$ cat src/rtl/pcie_cc_pkg.sv
// rtl/pcie_cc_pkg.sv - shared field map for the legacy completion header and the CC descriptor
package pcie_cc_pkg;

   localparam int         DW_PER_BEAT = 8;
   localparam logic [4:0] TYPE_CPLLK  = 5'b01011;

   // Legacy 3DW completion header, bit offsets within the first 96 bits of the beat
   localparam int LEG_LEN_LSB    = 0;
   localparam int LEG_ATTR_LSB   = 12;
   localparam int LEG_EP_BIT     = 14;
   localparam int LEG_TC_LSB     = 20;
   localparam int LEG_TYPE_LSB   = 24;
   localparam int LEG_FMT_LSB    = 29;
   localparam int LEG_BC_LSB     = 32;
   localparam int LEG_STATUS_LSB = 45;
   localparam int LEG_CID_LSB    = 48;
   localparam int LEG_LA_LSB     = 64;
   localparam int LEG_TAG_LSB    = 72;
   localparam int LEG_RID_LSB    = 80;

   // UltraScale CC descriptor, bit offsets within the first 96 bits of the beat
   localparam int CC_LA_LSB      = 0;
   localparam int CC_BC_LSB      = 16;
   localparam int CC_LOCKED_BIT  = 29;
   localparam int CC_DWC_LSB     = 32;
   localparam int CC_STATUS_LSB  = 43;
   localparam int CC_POISON_BIT  = 46;
   localparam int CC_RID_LSB     = 48;
   localparam int CC_TAG_LSB     = 64;
   localparam int CC_CID_LSB     = 72;
   localparam int CC_TC_LSB      = 89;
   localparam int CC_ATTR_LSB    = 92;

   typedef enum logic {
      ST_SOP,
      ST_BODY
   } cc_state_e;

   // Payload dwords carried by the TLP: zero for Cpl (no data), legacy length 0 encodes 1024
   function automatic logic [10:0] cc_dword_count(input logic [2:0] fmt, input logic [9:0] len);
      if (!fmt[1]) begin
         return 11'd0;
      end
      return (len == 10'd0) ? 11'd1024 : {1'b0, len};
   endfunction

endpackage

$ cat src/rtl/s_axis_cc_skid.sv
// rtl/s_axis_cc_skid.sv - two-entry valid/ready skid buffer
module s_axis_cc_skid #(
   parameter int WIDTH = 8
) (
   input  logic             clk_i,
   input  logic             rst_ni,
   input  logic [WIDTH-1:0] s_tdata_i,
   input  logic             s_tvalid_i,
   output logic             s_tready_o,
   output logic [WIDTH-1:0] m_tdata_o,
   output logic             m_tvalid_o,
   input  logic             m_tready_i
);

   logic [1:0]       cnt_q, cnt_d;
   logic [WIDTH-1:0] e0_q, e0_d;
   logic [WIDTH-1:0] e1_q, e1_d;
   logic             push, pop;

   // Ready depends only on occupancy, so a full buffer refuses a push even while popping
   assign s_tready_o = (cnt_q != 2'd2);
   assign m_tvalid_o = (cnt_q != 2'd0);
   assign m_tdata_o  = e0_q;
   assign push       = s_tvalid_i & s_tready_o;
   assign pop        = m_tvalid_o & m_tready_i;

   // Entry 0 is always the head; entry 1 only fills when the head is stalled
   always_comb begin
      cnt_d = cnt_q;
      e0_d  = e0_q;
      e1_d  = e1_q;
      case ({push, pop})
         2'b10: begin
            if (cnt_q == 2'd0) begin
               e0_d = s_tdata_i;
            end else begin
               e1_d = s_tdata_i;
            end
            cnt_d = cnt_q + 2'd1;
         end
         2'b01: begin
            e0_d  = e1_q;
            cnt_d = cnt_q - 2'd1;
         end
         2'b11: begin
            // Only reachable with one entry held: the head leaves and the new beat replaces it
            e0_d = s_tdata_i;
         end
         default: begin
         end
      endcase
   end

   // Storage and occupancy registers
   always_ff @(posedge clk_i or negedge rst_ni) begin
      if (!rst_ni) begin
         cnt_q <= 2'd0;
         e0_q  <= '0;
         e1_q  <= '0;
      end else begin
         cnt_q <= cnt_d;
         e0_q  <= e0_d;
         e1_q  <= e1_d;
      end
   end

endmodule

$ cat src/rtl/s_axis_cc_adapt_x8.sv
// rtl/s_axis_cc_adapt_x8.sv - legacy completion TLP to UltraScale CC descriptor adapter
module s_axis_cc_adapt_x8
   import pcie_cc_pkg::*;
#(
   parameter int DATA_WIDTH = 256,
   parameter int KEEP_WIDTH = DATA_WIDTH / 8
) (
   input  logic                  user_clk,
   input  logic                  user_reset_n,
   input  logic [DATA_WIDTH-1:0] s_axis_cc_tdata,
   input  logic [KEEP_WIDTH-1:0] s_axis_cc_tkeep,
   input  logic                  s_axis_cc_tlast,
   input  logic [3:0]            s_axis_cc_tuser,
   input  logic                  s_axis_cc_tvalid,
   output logic                  s_axis_cc_tready,
   output logic [DATA_WIDTH-1:0] s_axis_cc_tdata_a,
   output logic [7:0]            s_axis_cc_tkeep_a,
   output logic                  s_axis_cc_tlast_a,
   output logic [32:0]           s_axis_cc_tuser_a,
   output logic                  s_axis_cc_tvalid_a,
   input  logic [3:0]            s_axis_cc_tready_a,
   output logic                  len_err
);

   localparam int          DW_COUNT = DATA_WIDTH / 32;
   localparam int          SKID_W   = DATA_WIDTH + DW_COUNT + 2;
   localparam logic [10:0] DPB      = 11'(DW_PER_BEAT);

   cc_state_e             state_q, state_d;
   logic [10:0]           rem_q, rem_d;
   logic                  len_err_q, len_err_d;
   logic                  accept;
   logic [10:0]           dwc, rem_cur;
   logic                  mismatch, disc;
   logic [11:0]           bc_leg;
   logic [95:0]           desc;
   logic [DW_COUNT-1:0]   keep_dw;
   logic [DATA_WIDTH-1:0] beat_tdata;
   logic [SKID_W-1:0]     skid_in, skid_out;
   logic                  unused_bits;

   assign accept      = s_axis_cc_tvalid & s_axis_cc_tready;
   assign dwc         = cc_dword_count(s_axis_cc_tdata[LEG_FMT_LSB +: 3], s_axis_cc_tdata[LEG_LEN_LSB +: 10]);
   assign bc_leg      = s_axis_cc_tdata[LEG_BC_LSB +: 12];
   assign unused_bits = ^{s_axis_cc_tuser[2:0], s_axis_cc_tready_a[3:1], s_axis_cc_tkeep};

   // Header remap: legacy completion fields into the CC descriptor, unused descriptor bits zero
   always_comb begin
      desc                         = '0;
      desc[CC_LA_LSB +: 7]         = s_axis_cc_tdata[LEG_LA_LSB +: 7];
      desc[CC_BC_LSB +: 13]        = {(bc_leg == 12'd0), bc_leg};
      desc[CC_LOCKED_BIT]          = (s_axis_cc_tdata[LEG_TYPE_LSB +: 5] == TYPE_CPLLK);
      desc[CC_DWC_LSB +: 11]       = dwc;
      desc[CC_STATUS_LSB +: 3]     = s_axis_cc_tdata[LEG_STATUS_LSB +: 3];
      desc[CC_POISON_BIT]          = s_axis_cc_tdata[LEG_EP_BIT];
      desc[CC_RID_LSB +: 16]       = s_axis_cc_tdata[LEG_RID_LSB +: 16];
      desc[CC_TAG_LSB +: 8]        = s_axis_cc_tdata[LEG_TAG_LSB +: 8];
      desc[CC_CID_LSB +: 16]       = s_axis_cc_tdata[LEG_CID_LSB +: 16];
      desc[CC_TC_LSB +: 3]         = s_axis_cc_tdata[LEG_TC_LSB +: 3];
      desc[CC_ATTR_LSB +: 2]       = s_axis_cc_tdata[LEG_ATTR_LSB +: 2];
   end

   // Byte keep collapses to dword keep by sampling the first byte of each dword
   always_comb begin
      keep_dw = '0;
      for (int i = 0; i < DW_COUNT; i++) begin
         keep_dw[i] = s_axis_cc_tkeep[4*i];
      end
   end

   // FSM next state, remaining-dword count and length check on every accepted beat
   always_comb begin
      state_d   = state_q;
      rem_d     = rem_q;
      len_err_d = len_err_q;
      rem_cur   = (state_q == ST_SOP) ? (11'd3 + dwc) : rem_q;
      mismatch  = s_axis_cc_tlast ? (rem_cur > DPB) : (rem_cur <= DPB);
      if (accept) begin
         rem_d   = (rem_cur > DPB) ? (rem_cur - DPB) : 11'd0;
         state_d = s_axis_cc_tlast ? ST_SOP : ST_BODY;
         if (mismatch) begin
            len_err_d = 1'b1;
         end
      end
   end

   // State, counter and sticky error registers
   always_ff @(posedge user_clk or negedge user_reset_n) begin
      if (!user_reset_n) begin
         state_q   <= ST_SOP;
         rem_q     <= 11'd0;
         len_err_q <= 1'b0;
      end else begin
         state_q   <= state_d;
         rem_q     <= rem_d;
         len_err_q <= len_err_d;
      end
   end

   assign disc       = mismatch | s_axis_cc_tuser[3];
   assign beat_tdata = (state_q == ST_SOP) ? {s_axis_cc_tdata[DATA_WIDTH-1:96], desc} : s_axis_cc_tdata;
   assign skid_in    = {beat_tdata, keep_dw, s_axis_cc_tlast, disc};

   s_axis_cc_skid #(
      .WIDTH (SKID_W)
   ) u_skid (
      .clk_i      (user_clk),
      .rst_ni     (user_reset_n),
      .s_tdata_i  (skid_in),
      .s_tvalid_i (s_axis_cc_tvalid),
      .s_tready_o (s_axis_cc_tready),
      .m_tdata_o  (skid_out),
      .m_tvalid_o (s_axis_cc_tvalid_a),
      .m_tready_i (s_axis_cc_tready_a[0])
   );

   assign s_axis_cc_tdata_a = skid_out[SKID_W-1 -: DATA_WIDTH];
   assign s_axis_cc_tkeep_a = skid_out[DW_COUNT+1:2];
   assign s_axis_cc_tlast_a = skid_out[1];
   assign s_axis_cc_tuser_a = {32'd0, skid_out[0]};
   assign len_err           = len_err_q;

endmodule

$ cat config.mk
export PLATFORM = sky130hd
export DESIGN_NAME = s_axis_cc_adapt_x8
export DESIGN_NICKNAME = d
export VERILOG_FILES = /design/src/rtl/pcie_cc_pkg.sv /design/src/rtl/s_axis_cc_skid.sv /design/src/rtl/s_axis_cc_adapt_x8.sv
export SDC_FILE = /design/constraint.sdc
export NUM_CORES = 1
export LEC_CHECK = 0
export BUFFER_PORTS_ARGS = -buffer_cell sky130_fd_sc_hd__buf_4
export CORE_ASPECT_RATIO = 0.5
export CORE_MARGIN = 5
export CORE_UTILIZATION = 49
export DETAILED_ROUTE_END_ITERATION = 7
export PLACE_DENSITY = 0.77
export SLEW_MARGIN = 20
export SYNTH_ARGS = -nofsm -noshare
export SYNTH_HDL_FRONTEND = slang
export SYNTH_SLANG_ARGS = --single-unit
export TNS_END_PERCENT = 100
$ cat constraint.sdc
create_clock -name user_clk -period 2.5 [get_ports user_clk]
set_clock_uncertainty 0.15 [all_clocks]
set_input_delay 0.375 -clock user_clk [delete_from_list [all_inputs] [get_ports user_clk]]
set_output_delay 0.375 -clock user_clk [all_outputs]
set_load 0.02 [all_outputs]
==> results of run 1 <==
## flip-flops by register name (all words and copies together) (netlist names)
name,count
state_q,1
rem_q,11
u_skid.cnt_q,2
u_skid.m_tdata_o,266
u_skid.e1_q,266
len_err,1
## final cells by class
type	count	area, um2	share of cell area, %
Antenna cell	8	20.0	0.0600
Clock buffer	73	1500	4.49
Clock inverter	15	249	0.746
Inverter	7	26.3	0.0788
Multi-Input combinational cell	1363	9920	29.7
Sequential cell	547	13700	41.0
Tap cell	649	812	2.43
Timing Repair Buffer	825	7140	21.4
## cells in the mapped netlist, types with 2 or more instances
cell | count | area [um2]
a22oi_1 | 6 | 45.0
nor2_1 | 23 | 86.3
buf_4 | 34 | 255
xnor2_1 | 6 | 52.6
a21oi_1 | 21 | 105
nand2b_1 | 2 | 12.5
dfrtp_1 | 547 | 13700
clkbuf_1 | 119 | 447
mux2i_1 | 246 | 2460
or4_1 | 3 | 22.5
nor3_1 | 2 | 10.0
xor2_1 | 6 | 52.6
a22o_1 | 3 | 26.3
o211ai_1 | 4 | 30.0
inv_1 | 7 | 26.3
o31ai_1 | 13 | 97.6
mux2_2 | 313 | 3520
o21ai_0 | 294 | 1470
nor2b_1 | 14 | 87.6
buf_2 | 6 | 30.0
nor4_1 | 6 | 37.5
nand2_1 | 335 | 1260
buf_1 | 15 | 56.3
nand3_1 | 5 | 25.0
ha_1 | 4 | 50.1
nand4b_1 | 3 | 26.3
## metal layers
| layer | vias to the layer above | global-route usage (%) | routed length, um |
|---|---|---|---|
| met4 | 0 | 14.1 | 4750 |
| met1 | 9293 | 29.1 | 26600 |
| met5 | - | 0 | 0 |
| li1 | 8568 | - | - |
| met2 | 504 | 46.3 | 37000 |
| met3 | 233 | 3.54 | 2430 |
## worst max path at each step
stage	endpoint	slack (ns)	depth (start not counted)
global placement	rem_q[2]	-0.14	12
detailed placement	u_skid.e1_q[0]	-0.16	11
floorplan	u_skid.e1_q[100]	-0.06	8
CTS	u_skid.e1_q[0]	-0.006	8
global route	rem_q[0]	-0.06	8
finish	rem_q[0]	0.002	8
## power by group through the flow
stage | sequential (mW) | clock, mW | combinational, mW
floorplan | 17.7 | 0 | 8.78
global placement | 15.5 | 0 | 17.9
detailed placement | 15.7 | 0 | 18.3
CTS | 15.6 | 8.37 | 18.7
global route | 16.2 | 8.80 | 20.2
finish | 15.7 | 8.23 | 18.8
## cells by family (layout without fill, tap and decap cells)
| logic type | Yosys count | in the layout | share of synthesized area (%) |
|---|---|---|---|
| muxes | 559 | 559 | 24.7 |
| other | 1 | 40 | 0.0155 |
| buffers and inverters | 182 | 920 | 3.41 |
| xor gates and xnor gates | 13 | 13 | 0.501 |
| DFF | 547 | 547 | 56.5 |
| adders and majority gates | 4 | 4 | 0.207 |
| and+or+nand+nor | 405 | 405 | 6.91 |
| AOI/OAI and AO/OA | 350 | 350 | 7.71 |
## metrics by stage
stage	cell area (um2)	total power, mW
after detailed placement	29700	34.0
after CTS	33300	42.6
after global routing	33300	45.2
after floorplan	24500	26.5
after global placement	29700	33.4
final	33400	42.7
## what timing repair did
item                                   4_1_cts  5_1_grt
cloned                                       0        1
pin swaps                                    0        0
hold buffers                               183        0
gates resized for setup                      0        6
setup endpoints to repair                    6       12
endpoints found under the hold margin      572        0
buffers inserted                             3        0
## worst max-delay path, cell delays in order, from the launching register on
cell	delay, ns
dfrtp_4	0.51
or3b_1	0.38
or4_1	0.41
and3_4	0.19
nor2b_1	0.12
and4b_1	0.21
buf_6	0.15
o21ai_2	0.16
a22o_1	0.16
==> summary.txt, run 1 <==
Status
  • Status: completed

Routing
  • DR WL/cell: just over 20 um
  • DR pass1 iterations: 7
  • WL final: between 70000 and 80000 um
  • Antenna Nets Post-Route: 0
  • Via count: 18598
  • Vias per cell: 5.33
  • DRC viols: 0
  • 1st-iter DRT viols: 1223

Clock network
  • CTS tree: yes
  • H-tree depth: 2
  • CTS max path bufs: 3
  • Clock Latency Late Sink: between 0.5 and 0.6 ns
  • Worst-path clk slew: 0.07 ns
  • CTS Buf Count: 50
  • Root buffer cell: clkbuf_16
  • Clk sinks: 547

Timing
  • Fin. max-slew vios: 0
  • Peak Freq: 400 MHz
  • Minimum clock period: 2.50 ns
  • RSZ-0062 raised after global routing: true
  • WHS: 0.0278 ns
  • Final period utilization: between 90% and 100%
  • Slew margin rel.: 62.5%
  • Slew @ Worst Pin: 0.558 ns
  • Fin Setup TNS: 0 ns
  • Hold Fails Final Rpt: 0
  • Worst setup margin: 0.00225 ns
  • Final setup vio count: 0

Global routing
  • Vias in the first global route: 19797
  • First-pass GRT wire length: 112000 um
  • Gr usage total: between 20% and 30%
  • Initial antenna violation count: 6
  • Total congestion overflow: 0
  • Largest net degree at the start of global routing: 87

Floorplan
  • Total core area: 48700 um2
  • Die area: 54200 um2
  • DIE WIDTH: 324 um
  • Initial core utilization: about half
  • Row count: 57
  • Number of I/O pins: around 600
  • Die height: 167 um

Setup path
  • WP data required: 2.85 ns
  • CP Class: reg2reg
  • Endpoint class of the critical path: flop
  • Critical path peak fanout: 6
  • Worst Setup Start Kind: flop
  • R2r startpoint: state_q
  • Worst reg-to-reg path cell count: 8
  • R2r endpoint: rem_q[0]
  • Worst EP arrival: 2.85 ns
  • Crit path launch: state_q
  • R2r setup slk: between 0.002 and 0.0025 ns

Logic synthesis
  • Synth warnings: 0
  • Post-Syn Area: 24200 um2
  • Seq/Total Area, Yosys: a little under three fifths
  • Mapped Cells: 2061
  • Number of library cell types mapped by synthesis: 50
  • EDFF count, synth: 0
  • Dominant register cell in the synthesized netlist: dfrtp_1
  • Post-Syn Area per Cell: 11.8 um2
  • Post-synth ARST share: 100%
  • Yosys reg bits: roughly 550

Finish
  • Synth-to-Final Area Change: 37.7%
  • Commonest non-fill, non-tap cell in the layout: buf_4
  • Final cell count without fillers: 3487
  • Fillers: 3406
  • Nets@finish: 3098
  • Most frequent cells in the layout: 603 x buf_4, 546 x dfrtp_1, 332 x nand2_1, 313 x mux2_2, 293 x o21ai_0
  • Final core utilization: 68.5%
  • Share of layout cells above drive strength 1: 37.3%

Place
  • Gp weighted congestion: 0.865
  • # port buffers: between 500 and 600
  • Post-DP HPWL: roughly 48000 um
  • Cells after DPL: around 3200
  • Place WS: -0.161 ns

Hold path
  • Hold worst-path end: u_skid.e1_q[39]
  • WHS Path Cells: 4
  • Hold path start: s_axis_cc_tdata[29]
  • Worst hold path type: in2reg

Power and ir drop
  • Combinational power share: 44.0%
  • Power Dens Cells: about 1300 nW/um2
  • Sequential share of power: a little under two fifths
  • Switching part of the total power: 37.4%
  • Maximum vdd drop: ~0.56 mV
  • Switching power: 16.0 mW
  • Clock power share: about a fifth
  • Cell Int Power: ~27 mW
  • Pleak: 15.3 nW

Run
  • Max Cap Viol: 0
(Power assumes the default switching activity.)
==> run 2, diff against run 1 <==
--- a/config.mk
+++ b/config.mk
@@ -5,7 +5,7 @@
 export SDC_FILE = /design/constraint.sdc
 export NUM_CORES = 1
 export LEC_CHECK = 0
-export BUFFER_PORTS_ARGS = -buffer_cell sky130_fd_sc_hd__buf_4
+export BUFFER_PORTS_ARGS = -buffer_cell sky130_fd_sc_hd__buf_2
 export CORE_ASPECT_RATIO = 0.5
 export CORE_MARGIN = 5
 export CORE_UTILIZATION = 49
==> run 2 against run 1 <==
  * Setup slack improved by 0.0045 ns
  * Sequential cell count stayed put
  * Clock power fell by 3.4%
  * Worst hold slack better by 0.0065 ns
  * Non-clock buffer count is 2 higher
  * Critical path depth is the same
  * Register-to-register slack about the same
  * Die area is the same
  * Total power shrank 3.9%
  * Sequential power is essentially flat
  * Routed wire length is 2.4% lower
  * Critical endpoint is now u_skid.e1_q[0]
==> summary.txt, run 2 (synthesis gave the netlist of run 1 again) <==
Status
  • Status: completed (unchanged)

Timing
  • Minimum clock period: 2.49 ns (was 2.50 ns)
  • Fin Setup TNS: 0 ns (unchanged)
  • Final period utilization: 99.7% (was 99.9%)
  • Worst setup margin: 0.00679 ns (was 0.00225 ns)
  • RSZ-0062 raised after global routing: true (unchanged)
  • Fin. max-slew vios: 0 (unchanged)
  • Peak Freq: 401 MHz (was 400 MHz)
  • Slew @ Worst Pin: 0.612 ns (was 0.558 ns)
  • Final setup vio count: 0 (unchanged)
  • Hold Fails Final Rpt: 0 (unchanged)
  • Slew margin rel.: 59.2% (was 62.5%)

Clock network
  • CTS tree: yes (unchanged)
  • Worst-path clk slew: 0.07 ns (about the same)
  • CTS max path bufs: 3 (unchanged)
  • Clock Latency Late Sink: 0.57 ns (about the same)
  • H-tree depth: 2 (unchanged)
  • Clk sinks: 547 (unchanged)
  • Root buffer cell: clkbuf_16 (unchanged)
  • CTS Buf Count: 49 (was 50)

Run
  • Max Cap Viol: 0 (unchanged)

Setup path
  • Critical path buffers and inverters: 1 (unchanged)
  • Worst stage delay on the critical path: 0.50 ns (was 0.51 ns)
  • Critical path peak fanout: 4 (was 6)
  • Worst Setup Start Kind: flop (unchanged)
  • Largest delay share family, worst path: simple AND/OR/NAND/NOR gates (unchanged)
  • Worst path slowest cell: dfrtp_4 (unchanged)
  • Endpoint class of the critical path: flop (unchanged)
  • R2r setup slk: 0.007 ns (was 0.002 ns)
  • CP Class: reg2reg (unchanged)
  • WP data required: 2.79 ns (was 2.85 ns)
  • Worst EP arrival: 2.79 ns (was 2.85 ns)
  • Critical-path cell list: or3b_1, or4_1, and3_4, nor2b_1, and4b_1, buf_6, xnor2_2, a22oi_1 (was or3b_1, or4_1, and3_4, nor2b_1, and4b_1, buf_6, o21ai_2, a22o_1)

Global routing
  • Total congestion overflow: 0 (unchanged)
  • Initial antenna violation count: 16 (was 6)
  • First-pass GRT wire length: 109000 um (was 112000 um)
  • Vias in the first global route: 19451 (was 19797)
  • Largest net degree at the start of global routing: 125 (was 87)
  • Gr usage total: 24.7% (was 25.4%)

Routing
  • 1st-iter DRT viols: 1345 (was 1223)
  • DR WL/cell: 19.7 um (was 20.3 um)
  • Vias per cell: 5.32 (was 5.33)
  • DRC viols: 0 (unchanged)
  • DR pass1 iterations: 5 (was 7)
  • WL final: 69000 um (was 70800 um)
  • Antenna Nets Post-Route: 0 (unchanged)
  • Via count: 18630 (was 18598)

Floorplan
  • Initial core utilization: 49.7% (unchanged)
  • DIE WIDTH: 324 um (unchanged)
  • Die height: 167 um (unchanged)
  • Die area: 54200 um2 (unchanged)
  • Row count: 57 (unchanged)
  • Total core area: 48700 um2 (unchanged)
  • Number of I/O pins: 601 (unchanged)

Finish
  • Commonest non-fill, non-tap cell in the layout: dfrtp_1 (was buf_4)
  • Nets@finish: 3099 (was 3098)
  • Share of layout cells above drive strength 1: 37.6% (was 37.3%)
  • Synth-to-Final Area Change: 32.2% (was 37.7%)
  • Most frequent cells in the layout: 546 x dfrtp_1, 537 x buf_2, 332 x nand2_1, 313 x mux2_2, 293 x o21ai_0 (was 603 x buf_4, 546 x dfrtp_1, 332 x nand2_1, 313 x mux2_2, 293 x o21ai_0)

Place
  • # port buffers: 538 (unchanged)
  • Place WS: -0.242 ns (was -0.161 ns)
  • Gp weighted congestion: 0.864 (was 0.865)
  • Post-DP HPWL: 47600 um (was 48000 um)

Hold path
  • Worst hold path type: in2reg (unchanged)

Power and ir drop
  • Power Dens Cells: 1280 nW/um2 (about the same)
  • Pleak: 14.9 nW (was 15.3 nW)
  • Maximum vdd drop: 0.757 mV (was 0.558 mV)
run 2: final timing paths:
kind / end / start / depth (start not counted)
max: u_skid.e1_q[0] / state_q / 8
min: u_skid.e1_q[22] / s_axis_cc_tdata[12] / 3
max reg2reg: u_skid.e1_q[0] / state_q / 8
min reg2reg: u_skid.m_tdata_o[47] / u_skid.m_tdata_o[47] / 2
max in group asynchronous: u_skid.m_tdata_o[136] / user_reset_n / 3
min in group asynchronous: u_skid.e1_q[218] / user_reset_n / 2
run 2: routing by layer:
layer | part of all wire, % | up-vias | global-route usage, %
met2 | 52 | 511 | 44.3
met5 | 0 | - | 0
met1 | 38 | 9308 | 28.3
li1 | - | 8573 | -
met4 | 6.7 | 0 | 14.1
met3 | 3.7 | 238 | 4.04
run 2: layout make-up:
cell class	instances	area (um2)
inverters	7	26.3
clock inverters	17	225
flip-flops and latches	547	13700
well taps	649	812
multi-input cells	1363	9940
fillers	3532	16700
clock buffers	72	1460
repair buffers	827	5810
diodes	17	42.5
run 2: worst reg2reg max path: cells and delay by family (launching register included):
kind                      cells  cell delay [ns]
AOI/OAI and AO/OA             1             0.09
xor gates and xnor gates      1             0.18
buffers and inverters         1             0.14
DFF                           1             0.50
and+or+nand+nor               5             1.31
run 2: where the power goes:
part / internal, mW / switching (mW)
clock: 4.50 / 3.45
combinational: 7.51 / 10.0
sequential: 13.3 / 2.34
run 2: repair_timing:
| action | 4_1_cts | 5_1_grt |
|---|---|---|
| setup endpoints to repair | 0 | 46 |
| resized for setup | 0 | 14 |
| hold endpoints to repair | 391 | 0 |
| buffers inserted | 0 | 1 |
| hold buffers | 181 | 0 |
run 2: metrics by stage:
| stage | cells | instance area, um2 | power [mW] | util (%) | hold slack [ns] |
|---|---|---|---|---|---|
| after global routing | 3498 | 32000 | 43.5 | 65.7 | 0.0105 |
| after detailed placement | 3210 | 28400 | 32.7 | 58.2 | 0.246 |
| after global placement | 3210 | 28400 | 32.0 | 58.2 | 0.246 |
| after CTS | 3480 | 31900 | 41.0 | 65.4 | 0.00688 |
| final | 3499 | 32000 | 41.1 | 65.7 | 0.0343 |
| after floorplan | 2092 | 24500 | 26.5 | - | -0.0706 |
